===== src/rtl/barrel_shifter_pkg.sv =====
// Shared definitions for the pipelined barrel shifter: direction encoding,
// the per-beat mode bundle carried down the pipe, and the data-width check.
package barrel_shifter_pkg;

    localparam logic DIR_LEFT  = 1'b1;
    localparam logic DIR_RIGHT = 1'b0;

    // Everything a beat needs besides its data and remaining shift bits.
    typedef struct packed {
        logic lr;   // DIR_LEFT / DIR_RIGHT
        logic al;   // sign-fill on right shifts
        logic rot;  // rotate instead of shift
    } mode_t;

    function automatic bit width_ok(input int w);
        return (w >= 2) && ((w & (w - 1)) == 0);
    endfunction

endpackage


===== src/rtl/barrel_shift_stage.sv =====
// One registered stage of the barrel shifter: conditionally shifts by 2^K
// (selected by shamt bit K) and holds the beat under valid/ready backpressure.
module barrel_shift_stage
    import barrel_shifter_pkg::*;
#(
    parameter int W  = 32,
    parameter int SW = 5,
    parameter int K  = 0
) (
    input  logic          clk,
    input  logic          rst,
    input  logic          valid_i,
    output logic          ready_o,
    input  logic [W-1:0]  data_i,
    input  logic [SW-1:0] shamt_i,
    input  mode_t         mode_i,
    output logic          valid_o,
    input  logic          ready_i,
    output logic [W-1:0]  data_o,
    output logic [SW-1:0] shamt_o,
    output mode_t         mode_o
);

    localparam int S = 1 << K;

    logic          valid_q;
    logic [W-1:0]  data_q;
    logic [SW-1:0] shamt_q;
    mode_t         mode_q;

    logic [W-1:0]  shifted;
    logic [S-1:0]  fill;
    logic [W-1:0]  data_d;
    logic [SW-1:0] shamt_d;

    // NOTE: every signal written here gets a default first, so no path can
    // leave one unassigned and infer a latch.
    always_comb begin
        shifted = data_i;
        fill    = '0;
        unique case (mode_i.lr)
            DIR_LEFT: begin
                fill    = mode_i.rot ? data_i[W-1:W-S] : '0;
                shifted = {data_i[W-S-1:0], fill};
            end
            DIR_RIGHT: begin
                // Arithmetic right keeps the MSB unchanged stage to stage, so
                // the current MSB is always the operand's original sign bit.
                fill    = mode_i.rot ? data_i[S-1:0] : {S{mode_i.al & data_i[W-1]}};
                shifted = {fill, data_i[W-1:S]};
            end
        endcase
        data_d  = shamt_i[K] ? shifted : data_i;
        shamt_d = shamt_i & ~(SW'(1) << K);
    end

    // A stage can take a new beat when empty or when its beat leaves now.
    assign ready_o = !valid_q || ready_i;

    // NOTE: state is updated with non-blocking assignments so each stage
    // captures its upstream neighbour's pre-edge value, never a same-edge update.
    always_ff @(posedge clk) begin
        if (rst) begin
            // NOTE: data and mode are cleared along with valid so the output
            // bus reads zero after reset instead of a discarded beat.
            valid_q <= 1'b0;
            data_q  <= '0;
            shamt_q <= '0;
            mode_q  <= '0;
        end else if (ready_o) begin
            valid_q <= valid_i;
            if (valid_i) begin
                data_q  <= data_d;
                shamt_q <= shamt_d;
                mode_q  <= mode_i;
            end
        end
    end

    assign valid_o = valid_q;
    assign data_o  = data_q;
    assign shamt_o = shamt_q;
    assign mode_o  = mode_q;

endmodule


===== src/rtl/barrel_shifter_pipe.sv =====
// Pipelined barrel shifter: $clog2(W) registered stages, stage k shifting by
// 2^k. Define BARREL_SHIFTER_PIPE_ROTATE_EN to add the ROT port (rotate mode).
module barrel_shifter_pipe
    import barrel_shifter_pkg::*;
#(
    parameter  int W  = 32,
    localparam int SW = $clog2(W)
) (
    input  logic          clk,
    input  logic          rst,
    input  logic          in_valid,
    output logic          in_ready,
    input  logic [W-1:0]  din,
    input  logic [SW-1:0] shamt,
    input  logic          LR,
    input  logic          AL,
`ifdef BARREL_SHIFTER_PIPE_ROTATE_EN
    input  logic          ROT,
`endif
    output logic          out_valid,
    input  logic          out_ready,
    output logic [W-1:0]  dout
);

    if (!width_ok(W)) begin : g_width_check
        $error("barrel_shifter_pipe: W must be a power of two and at least 2");
    end

    // Index k is the input of stage k; index SW is the pipeline output.
    logic [SW:0]   valid_c;
    logic [SW:0]   ready_c;
    logic [W-1:0]  data_c  [SW+1];
    logic [SW-1:0] shamt_c [SW+1];
    mode_t         mode_c  [SW+1];

    logic rot_in;
`ifdef BARREL_SHIFTER_PIPE_ROTATE_EN
    assign rot_in = ROT;
`else
    assign rot_in = 1'b0;
`endif

    assign valid_c[0] = in_valid;
    assign data_c[0]  = din;
    assign shamt_c[0] = shamt;
    assign mode_c[0]  = '{lr: LR, al: AL, rot: rot_in};

    for (genvar k = 0; k < SW; k++) begin : g_stage
        barrel_shift_stage #(
            .W  (W),
            .SW (SW),
            .K  (k)
        ) u_stage (
            .clk     (clk),
            .rst     (rst),
            .valid_i (valid_c[k]),
            .ready_o (ready_c[k]),
            .data_i  (data_c[k]),
            .shamt_i (shamt_c[k]),
            .mode_i  (mode_c[k]),
            .valid_o (valid_c[k+1]),
            .ready_i (ready_c[k+1]),
            .data_o  (data_c[k+1]),
            .shamt_o (shamt_c[k+1]),
            .mode_o  (mode_c[k+1])
        );
    end

    assign ready_c[SW] = out_ready;
    // Nothing is accepted while reset is held, even though stage 0 is ready.
    assign in_ready    = ready_c[0] & ~rst;
    assign out_valid   = valid_c[SW];
    assign dout        = data_c[SW];

    // The last stage's shift bits and mode have no consumer.
    logic unused_tail;
    assign unused_tail = ^{shamt_c[SW], mode_c[SW]};

endmodule

===== config.mk =====
export PLATFORM = sky130hd
export DESIGN_NAME = barrel_shifter_pipe
export DESIGN_NICKNAME = d
export VERILOG_FILES = /design/src/rtl/barrel_shifter_pkg.sv /design/src/rtl/barrel_shift_stage.sv /design/src/rtl/barrel_shifter_pipe.sv
export SDC_FILE = /design/constraint.sdc
export NUM_CORES = 1
export LEC_CHECK = 0
export ABC_CLOCK_PERIOD_IN_PS = 2300
export BUFFER_PORTS_ARGS = -buffer_cell sky130_fd_sc_hd__clkbuf_2
export CAP_MARGIN = 20
export CORE_ASPECT_RATIO = 0.7
export CORE_UTILIZATION = 60
export CTS_CLUSTER_SIZE = 14
export DETAILED_ROUTE_END_ITERATION = 6
export PLACE_DENSITY = 0.76
export SYNTH_ARGS = -nofsm -noshare
export SYNTH_HDL_FRONTEND = slang
export SYNTH_SLANG_ARGS = --single-unit

===== constraint.sdc =====
create_clock -name clk -period 2.3 [get_ports clk]
set_input_delay 0.575 -clock clk [delete_from_list [all_inputs] [get_ports clk]]
set_output_delay 0.575 -clock clk [all_outputs]
set_load 0.05 [all_outputs]

; After elaboration in Yosys (flattened, before gate mapping)
; Cells that the tools add are included.
[word_totals]
regBits = 183
out_inout_bits = 34
word_cells = 59
[op_classes]
n_mux = 10
bitwise_logic = 12
reduce_logical = 15
[ops]
columns = op, n
row1 = 32-bit one-hot mux with 2 select lines, 5
row2 = 32-bit two-way mux, 5
row3 = 2-bit AND reduction, 5
row4 = 1-bit AND, 6
row5 = 1-bit inverter, 6
row6 = 1-bit zero test, 5
row7 = 1-bit logical OR, 5

; Depth between registers and ports, before layout
; Gate-level depths: netlist (run 1).
[logic_depth]
depth_word = 7
mapped_depth = 7

; By module
; From an unflattened synthesis (run 1), not the netlist that was laid out.
[hier_totals]
cells_unflattened = 1224
hier_area_um2 = 10246.1
[by_module_without_submodules]
columns = module, instances, cells_per_inst, area_each_um2, seq_area_each_um2
row1 = barrel_shift_stage at g_stage[3].u_stage, 1, 272, 2172.1, 800.8
row2 = barrel_shift_stage at g_stage[2].u_stage, 1, 262, 2110.8, 800.8
row3 = barrel_shift_stage at g_stage[0].u_stage, 1, 224, 2090.8, 800.8
row4 = barrel_shift_stage at g_stage[1].u_stage, 1, 257, 2040.7, 800.8
row5 = barrel_shift_stage at g_stage[4].u_stage, 1, 207, 1814.2, 800.8
row6 = barrel_shifter_pipe, 1, 2, 17.5, 0.0

; Least setup slack after synthesis (run 1)
; OpenSTA, ideal clock, no wires.
[synth_path]
path_kind = input to output
start = in rst
end = out in_ready
t_arrival_ns = 1.783
setup_slack_ns = -0.058
stages = 4
path_cell_list = clkbuf_1 -> clkbuf_1 -> clkbuf_1 -> nor2_1
[synth_between]
elab_chain_cells = 2
[synth_lines]
columns = element, line
row1 = "start, declared", barrel_shifter_pipe.sv:10  ; input logic rst,
row2 = 1-bit inverter, barrel_shifter_pipe.sv:71  ; assign in_ready = ready_c[0] & ~rst;
row3 = 1-bit AND, barrel_shifter_pipe.sv:71
row4 = "end, declared", barrel_shifter_pipe.sv:12  ; output logic in_ready,
; No other way between the ends.

; Worst setup path in the final report (run 1)
[layout_path]
start = reg g_stage[2].u_stage.valid_q
end = out in_ready
[layout_between]
elab_chain_cells = 5
[layout_lines]
columns = element, line
row1 = "start, declared", barrel_shift_stage.sv:26  ; logic valid_q;
row2 = "start signal, assigned", barrel_shift_stage.sv:71  ; valid_q <= valid_i;
row3 = 1-bit zero test, barrel_shift_stage.sv:58  ; assign ready_o = !valid_q || ready_i;
row4 = 1-bit logical OR (3 in series), barrel_shift_stage.sv:58
row5 = 1-bit AND, barrel_shifter_pipe.sv:71
; No other way between the ends.

==> results of run 1 <==
-- final timing paths --
kind | start | end | slack [ns] | cells past startpoint
min | shamt[1] | g_stage[0].u_stage.shamt_o[1] | 0.36 | 3
min reg2reg | g_stage[4].u_stage.data_o[21] | g_stage[4].u_stage.data_o[21] | 0.45 | 2
max reg2reg | g_stage[3].u_stage.shamt_o[4] | g_stage[4].u_stage.data_o[1] | 0.44 | 4
max | g_stage[2].u_stage.valid_o | in_ready | 0.14 | 4
-- power by group --
| part | switching [uW] | internal (uW) |
|---|---|---|
| Sequential | 111 | 3260 |
| Clock | 1400 | 1560 |
| Combinational | 367 | 233 |
| Total | 1870 | 5060 |
-- kinds of logic after synthesis --
| group | Yosys count | synth area share (%) |
|---|---|---|
| buffers and inverters | 144 | 8.43 |
| and+or+nand+nor | 374 | 16.7 |
| DFF | 183 | 40.0 |
| muxes | 102 | 11.1 |
| AOI/OAI and AO/OA | 321 | 23.7 |
-- cell usage after synthesis, types with 5 or more instances --
master	count	area share, %
nand2_1	256	10
dfxtp_1	183	40
a21oi_1	117	6.4
mux2i_1	102	11
o211ai_1	98	8.0
clkbuf_1	50	2.0
nor2_1	50	2.0
buf_4	36	3.0
buf_2	35	1.9
o21ai_0	29	1.6
nor3_1	26	1.4
a221oi_1	25	2.4
nand3_1	22	1.2
o2bb2ai_1	22	2.1
a211oi_1	9	0.74
buf_1	7	0.29
buf_6	7	0.86
inv_1	7	0.29
a32oi_1	5	0.48
nand3b_1	5	0.41
nor2b_1	5	0.34
o2bb2ai_2	5	0.82
-- worst reg2reg max path, delay by kind of cell, from the launching register on --
family | cells | cell delay, ns
AOI/OAI and AO/OA | 1 | 0.24
and+or+nand+nor | 2 | 1.05
DFF | 1 | 0.35
buffers and inverters | 1 | 0.14
-- what timing repair did --
item / CTS / global route
setup endpoints to repair: 0 / 1
gates resized for setup: 0 / 1
hold endpoints to repair: 0 / 0
-- per-layer routing --
metal	vias up	GRT usage, %
li1	3947	-
met4	0	5.84
met2	227	39.8
met3	12	5.67
met1	3744	44.7
met5	-	0
-- per-stage QoR --
| stage | cells | util, % | area, um^2 | hold WS, ns |
|---|---|---|---|---|
| floorplan | 1124 | - | 9160 | 0.431 |
| global placement | 1285 | 62.9 | 9310 | 0.438 |
| detailed placement | 1285 | 62.9 | 9310 | 0.443 |
| CTS | 1317 | 67.0 | 9920 | 0.359 |
| global route | 1318 | 67.1 | 9940 | 0.366 |
| finish | 1318 | 67.1 | 9940 | 0.363 |
-- registers in the layout (all words and copies together), names as in the netlist --
| name | flops |
|---|---|
| g_stage.u_stage.valid_o | 5 |
| g_stage.u_stage.data_o | 160 |
| g_stage.u_stage.mode_o | 8 |
| g_stage.u_stage.shamt_o | 10 |
-- cell type report --
class	count	area, um^2
fillers	1266	4870
multi-input cells	797	4730
flip-flops and latches	183	3670
repair buffers	102	661
clock buffers	17	425
well taps	195	244
clock inverters	15	185
inverters	9	33.8
==> metrics, run 1 <==
outcome complete, no violations; I/O pin count 77; Slew Limit Fails 0; power density cells 697 nW/um^2; average routed wire per standard cell 16.6 um; Critical Setup Path Class flip-flop to output pin; Die ar. 15800 um^2; most frequent cells in the layout 256 x nand2_1, 181 x dfxtp_1, 117 x a21oi_1; Final Setup Violations 0; share of cells above drive strength 1 13.4%; core area 14800 um^2; top_reg_cell synth dfxtp_1; Routability Congestion 0.835; HP Class input port to flip-flop; DRC 0; clk sinks 183; post-layout min period 2.16 ns; maximum VDD drop 593 uV; RSZ-0062 raised after global routing false; sum of negative setup slack 0 ns; htree depth 4; Max Cap Viol 0; crit-path cells nand2_2 > nor3_1 > nor2_2 > clkbuf_2; TritonCTS clock tree done; NumNets Final 1153; setup repair bufs after CTS 0; Synth Warn # 0; post-synthesis sequential area ratio 40.0%; First-pass DRT Iterations 7; row count 37; Root Driver clkbuf_16; WP data required 1.73 ns; Post-DP HPWL 15300 um; Die Ht 105 um; clock tree buffer depth 2; clk_lat worst skew 0.43 ns; met2 routed WL 9020 um; GRT overflow 0; total number of vias 7930; fin worst setup slack 0.140 ns; slew margin rel. 27.2%; EDFF count, synth 0; mapped cell area 9160 um^2; largest net degree at the start of global routing 103; pre-CTS WS 0.0873 ns; Iter 0 DRT Violations 790; total CTS buffers 17; final hold viol count 0; Slowest-stage cell, CP dfxtp_2; Layout area overhead 8.54%; # diodes 0; delay-heaviest family, CP simple AND/OR/NAND/NOR gates; async set or reset register ratio after synthesis 0%; Bufs and invs on worst path 1; Starting Density 61.8%; commonest non-fill, non-tap cell in the layout nand2_1; Leak 0.00326 uW; Reg clk slew, reported paths 0.08 ns; Gate Count Post-Synth 1124; Worst Tran Pin Value 1.09 ns; hold buffers post-CTS 0; Fmax 463 MHz; Final period util 93.9%; syn nets 1167; top sig layer met4; global-route wire length before repair 35900 um; arrival time worst endpoint 1.59 ns; Crit. End Element output pin; critical path peak fanout 7; Worst setup SP type flip-flop; routed wl met3 1530 um; number of port buffers 76; Synth cell types 39; WL final 21900 um; DRT met1 WL 11200 um; Die Width 150 um; all-layer global routing usage 28.6%; DR vias/cell 6.02; Max stage delay on crit path 0.42 ns; post-route ant nets 0; syn_area_per_cell 8.15 um^2; Synth Register Bits 183; initial antenna violation count 0; Final Skew 0.0167 ns; vias in the first global route 6931; Total Power 6930 uW
(Power assumes the default switching activity.)
==> run 2: changes to the inputs <==
--- a/config.mk
+++ b/config.mk
@@ -5,14 +5,15 @@
 export SDC_FILE = /design/constraint.sdc
 export NUM_CORES = 1
 export LEC_CHECK = 0
+export ABC_AREA = 1
 export ABC_CLOCK_PERIOD_IN_PS = 2300
 export BUFFER_PORTS_ARGS = -buffer_cell sky130_fd_sc_hd__clkbuf_2
 export CAP_MARGIN = 20
 export CORE_ASPECT_RATIO = 0.7
-export CORE_UTILIZATION = 60
+export CORE_UTILIZATION = 45
 export CTS_CLUSTER_SIZE = 14
 export DETAILED_ROUTE_END_ITERATION = 6
-export PLACE_DENSITY = 0.76
+export PLACE_DENSITY = 0.59
 export SYNTH_ARGS = -nofsm -noshare
 export SYNTH_HDL_FRONTEND = slang
 export SYNTH_SLANG_ARGS = --single-unit
==> run 2 against run 1 <==
Design area is 6.4% higher; first-iteration DRC count is 0.63% lower; clock-buffer cell count is 2 higher; routed wire length is 15% higher; clock power is 8.1% higher; non-clock buffer count is 1 higher; flip-flop and latch count stayed put; cell count is 35% higher; total power is 11% higher; maximum frequency is 0.63% higher; global-route usage is 4.7 points lower; synthesized cell count is 35% higher; largest cell class unchanged; highest routed layer unchanged.
==> metrics, run 2 <==
top cell type's share of synthesized area 37.9%; critical path peak fanout 5; Synth area leaders dfxtp_1 38%, o21ai_0 13%, nor2_1 11%; M3 GR Usage 4.79%; Starting Density 46.2%; met1 usage 39.6%; all-layer global routing usage 23.9%; Max Cap Viol 0; Reg clk slew, reported paths 0.07 ns; TritonCTS clock tree done; post-layout min period 2.15 ns; Slowest-stage cell, CP dfxtp_1; arrival time worst endpoint 1.57 ns; fill count 2202; DRC 0; worst reg2reg path endpoint g_stage[3].u_stage.data_o[1]; EDFF count, synth 0; async set or reset register ratio after synthesis 0%; Leak 0.00458 uW; htree depth 4; Die Ht 125 um; post-route ant nets 0; area post-placement 9910 um^2; met2 usage 30.5%; Die Width 177 um; fin area 10600 um^2; post-CTS resize count 0; slew margin rel. 35.5%; setup repair bufs after CTS 0; clk_lat worst skew 0.44 ns; clock tree buffer depth 2; sum of negative setup slack 0 ns; Synth cell types 25; First-pass DRT Iterations 5; total number of vias 9364; Post-DP HPWL 17900 um; hold path cells 5; syn nets 1565; total CTS buffers 17; max reg flops 160; Worst Tran Pin Value 0.966 ns; hold buffers post-CTS 0; maximum VDD drop 489 uV; WL final 25200 um; RSZ-0062 raised after global routing false; global-route wire length before repair 42800 um; Routability Congestion 0.901; clk sinks 183; number of port buffers 76; NumNets Final 1534; syn_area_per_cell 6.36 um^2; HP Class input port to flip-flop; final hold viol count 0; most used routing layer met1; Commonest cells post-synth 289 x nor2_1, 247 x o21ai_0, 241 x nand2_1; Final Skew 0.0113 ns; Die ar. 22100 um^2; Iter 0 DRT Violations 785; Fmax 466 MHz; core area 20900 um^2; Worst R2R Path Depth 5; Layout area overhead 9.30%; average routed wire per standard cell 14.1 um; Root Driver clkbuf_16; Synth Warn # 0; I/O pin count 77; commonest non-fill, non-tap cell in the layout nor2_1; Critical Setup Path Class flip-flop to output pin; mapped cell area 9670 um^2; outcome complete, no violations; crit-path cells nand3_2 > nor2_2 > nand2_2 > inv_1 > a21oi_1 > clkbuf_2; Worst setup SP type flip-flop; top-count cell post-synth nor2_1; share of cells above drive strength 1 9.91%; reg2reg start g_stage[2].u_stage.mode_o[2]; largest net degree at the start of global routing 78; Synth Register Bits 183; row count 44; WP data required 1.73 ns; Final Setup Violations 0; Max stage delay on crit path 0.39 ns; initial antenna violation count 0; top_reg_cell synth dfxtp_1; Final period util 93.3%; Slew Limit Fails 0; Gate Count Post-Synth 1522; FF-to-FF setup slack 0.48 ns; post-synthesis sequential area ratio 37.9%; most frequent cells in the layout 289 x nor2_1, 247 x o21ai_0, 241 x nand2_1; DR vias/cell 5.26; hold_sp shamt[2]; GRT overflow 0; WHS Endpoint g_stage[0].u_stage.shamt_o[2]; Crit. End Element output pin; area leader, netlist dfxtp_1; vias in the first global route 8357; # diodes 0; power density cells 725 nW/um^2
## run 2: cell count changes in the layout (fill, tap and decap cells not counted), sizes merged, moves of 25 or more
| cell | before | now |
|---|---|---|
| nor2 | 51 | 292 |
| o21ai | 30 | 260 |
| mux2i | 102 | 0 |
| o211ai | 98 | 0 |
| inv | 14 | 103 |
| nand3 | 22 | 71 |
| a21oi | 117 | 162 |
| o22ai | 3 | 32 |
| o2bb2ai | 27 | 0 |
| a221oi | 25 | 0 |
## run 2: per-stage QoR
step	utilization, %	worst slack, ns	instances	power (uW)	hold slack, ns
6_report	50.5	0.154	1780	7670	0.454
4_1_cts	50.4	0.123	1779	7720	0.441
5_1_grt	50.5	0.0410	1780	8040	0.462
3_5_place_dp	47.4	0.272	1747	4530	0.470
2_1_floorplan	-	0.0866	1522	4250	0.446
3_3_place_gp	47.4	0.301	1747	4520	0.462
## run 2: layer usage
metal	vias up	share of wire (%)	wire length, um
met4	0	0.73	185
met3	16	5.6	1410
met1	4229	57	14300
met5	-	0	0
li1	4913	-	-
met2	206	37	9300
## run 2: worst max path at each step
stage | from | endpoint | cells past startpoint
after floorplan | out_ready | in_ready | 6
after global placement | out_ready | in_ready | 8
after detailed placement | out_ready | in_ready | 8
after CTS | g_stage[3].u_stage.valid_o | in_ready | 6
after global routing | g_stage[3].u_stage.valid_o | in_ready | 6
final | g_stage[3].u_stage.valid_o | in_ready | 6
## run 2: kinds of logic after synthesis
family,after synthesis,share of synthesized area [%]
flip-flops,183,37.9
AO/OA/AOI/OAI,473,25.2
buffers and inverters,255,11.9
AND/OR/NAND/NOR,611,25.1
## run 2: cell type report
class,count,area [um^2],area share (%)
inverter,102,385,3.64
multi-input combinational,1084,4860,46.0
clock buffer,19,453,4.28
clock inverter,13,193,1.82
tap,276,345,3.27
timing repair buffer,103,671,6.34
sequential,183,3660,34.6
## run 2: worst max-delay path, delay by kind of cell (launching register included)
family                 cells  cell delay (ns)
DFF                        1             0.39
and+or+nand+nor            3             0.38
buffers and inverters      2             0.31
AOI/OAI and AO/OA          1             0.05
## run 2: where the power goes
part | switching, uW | internal, uW
Combinational | 648 | 344
Clock | 1310 | 1890
Sequential | 145 | 3330
Total | 2100 | 5560
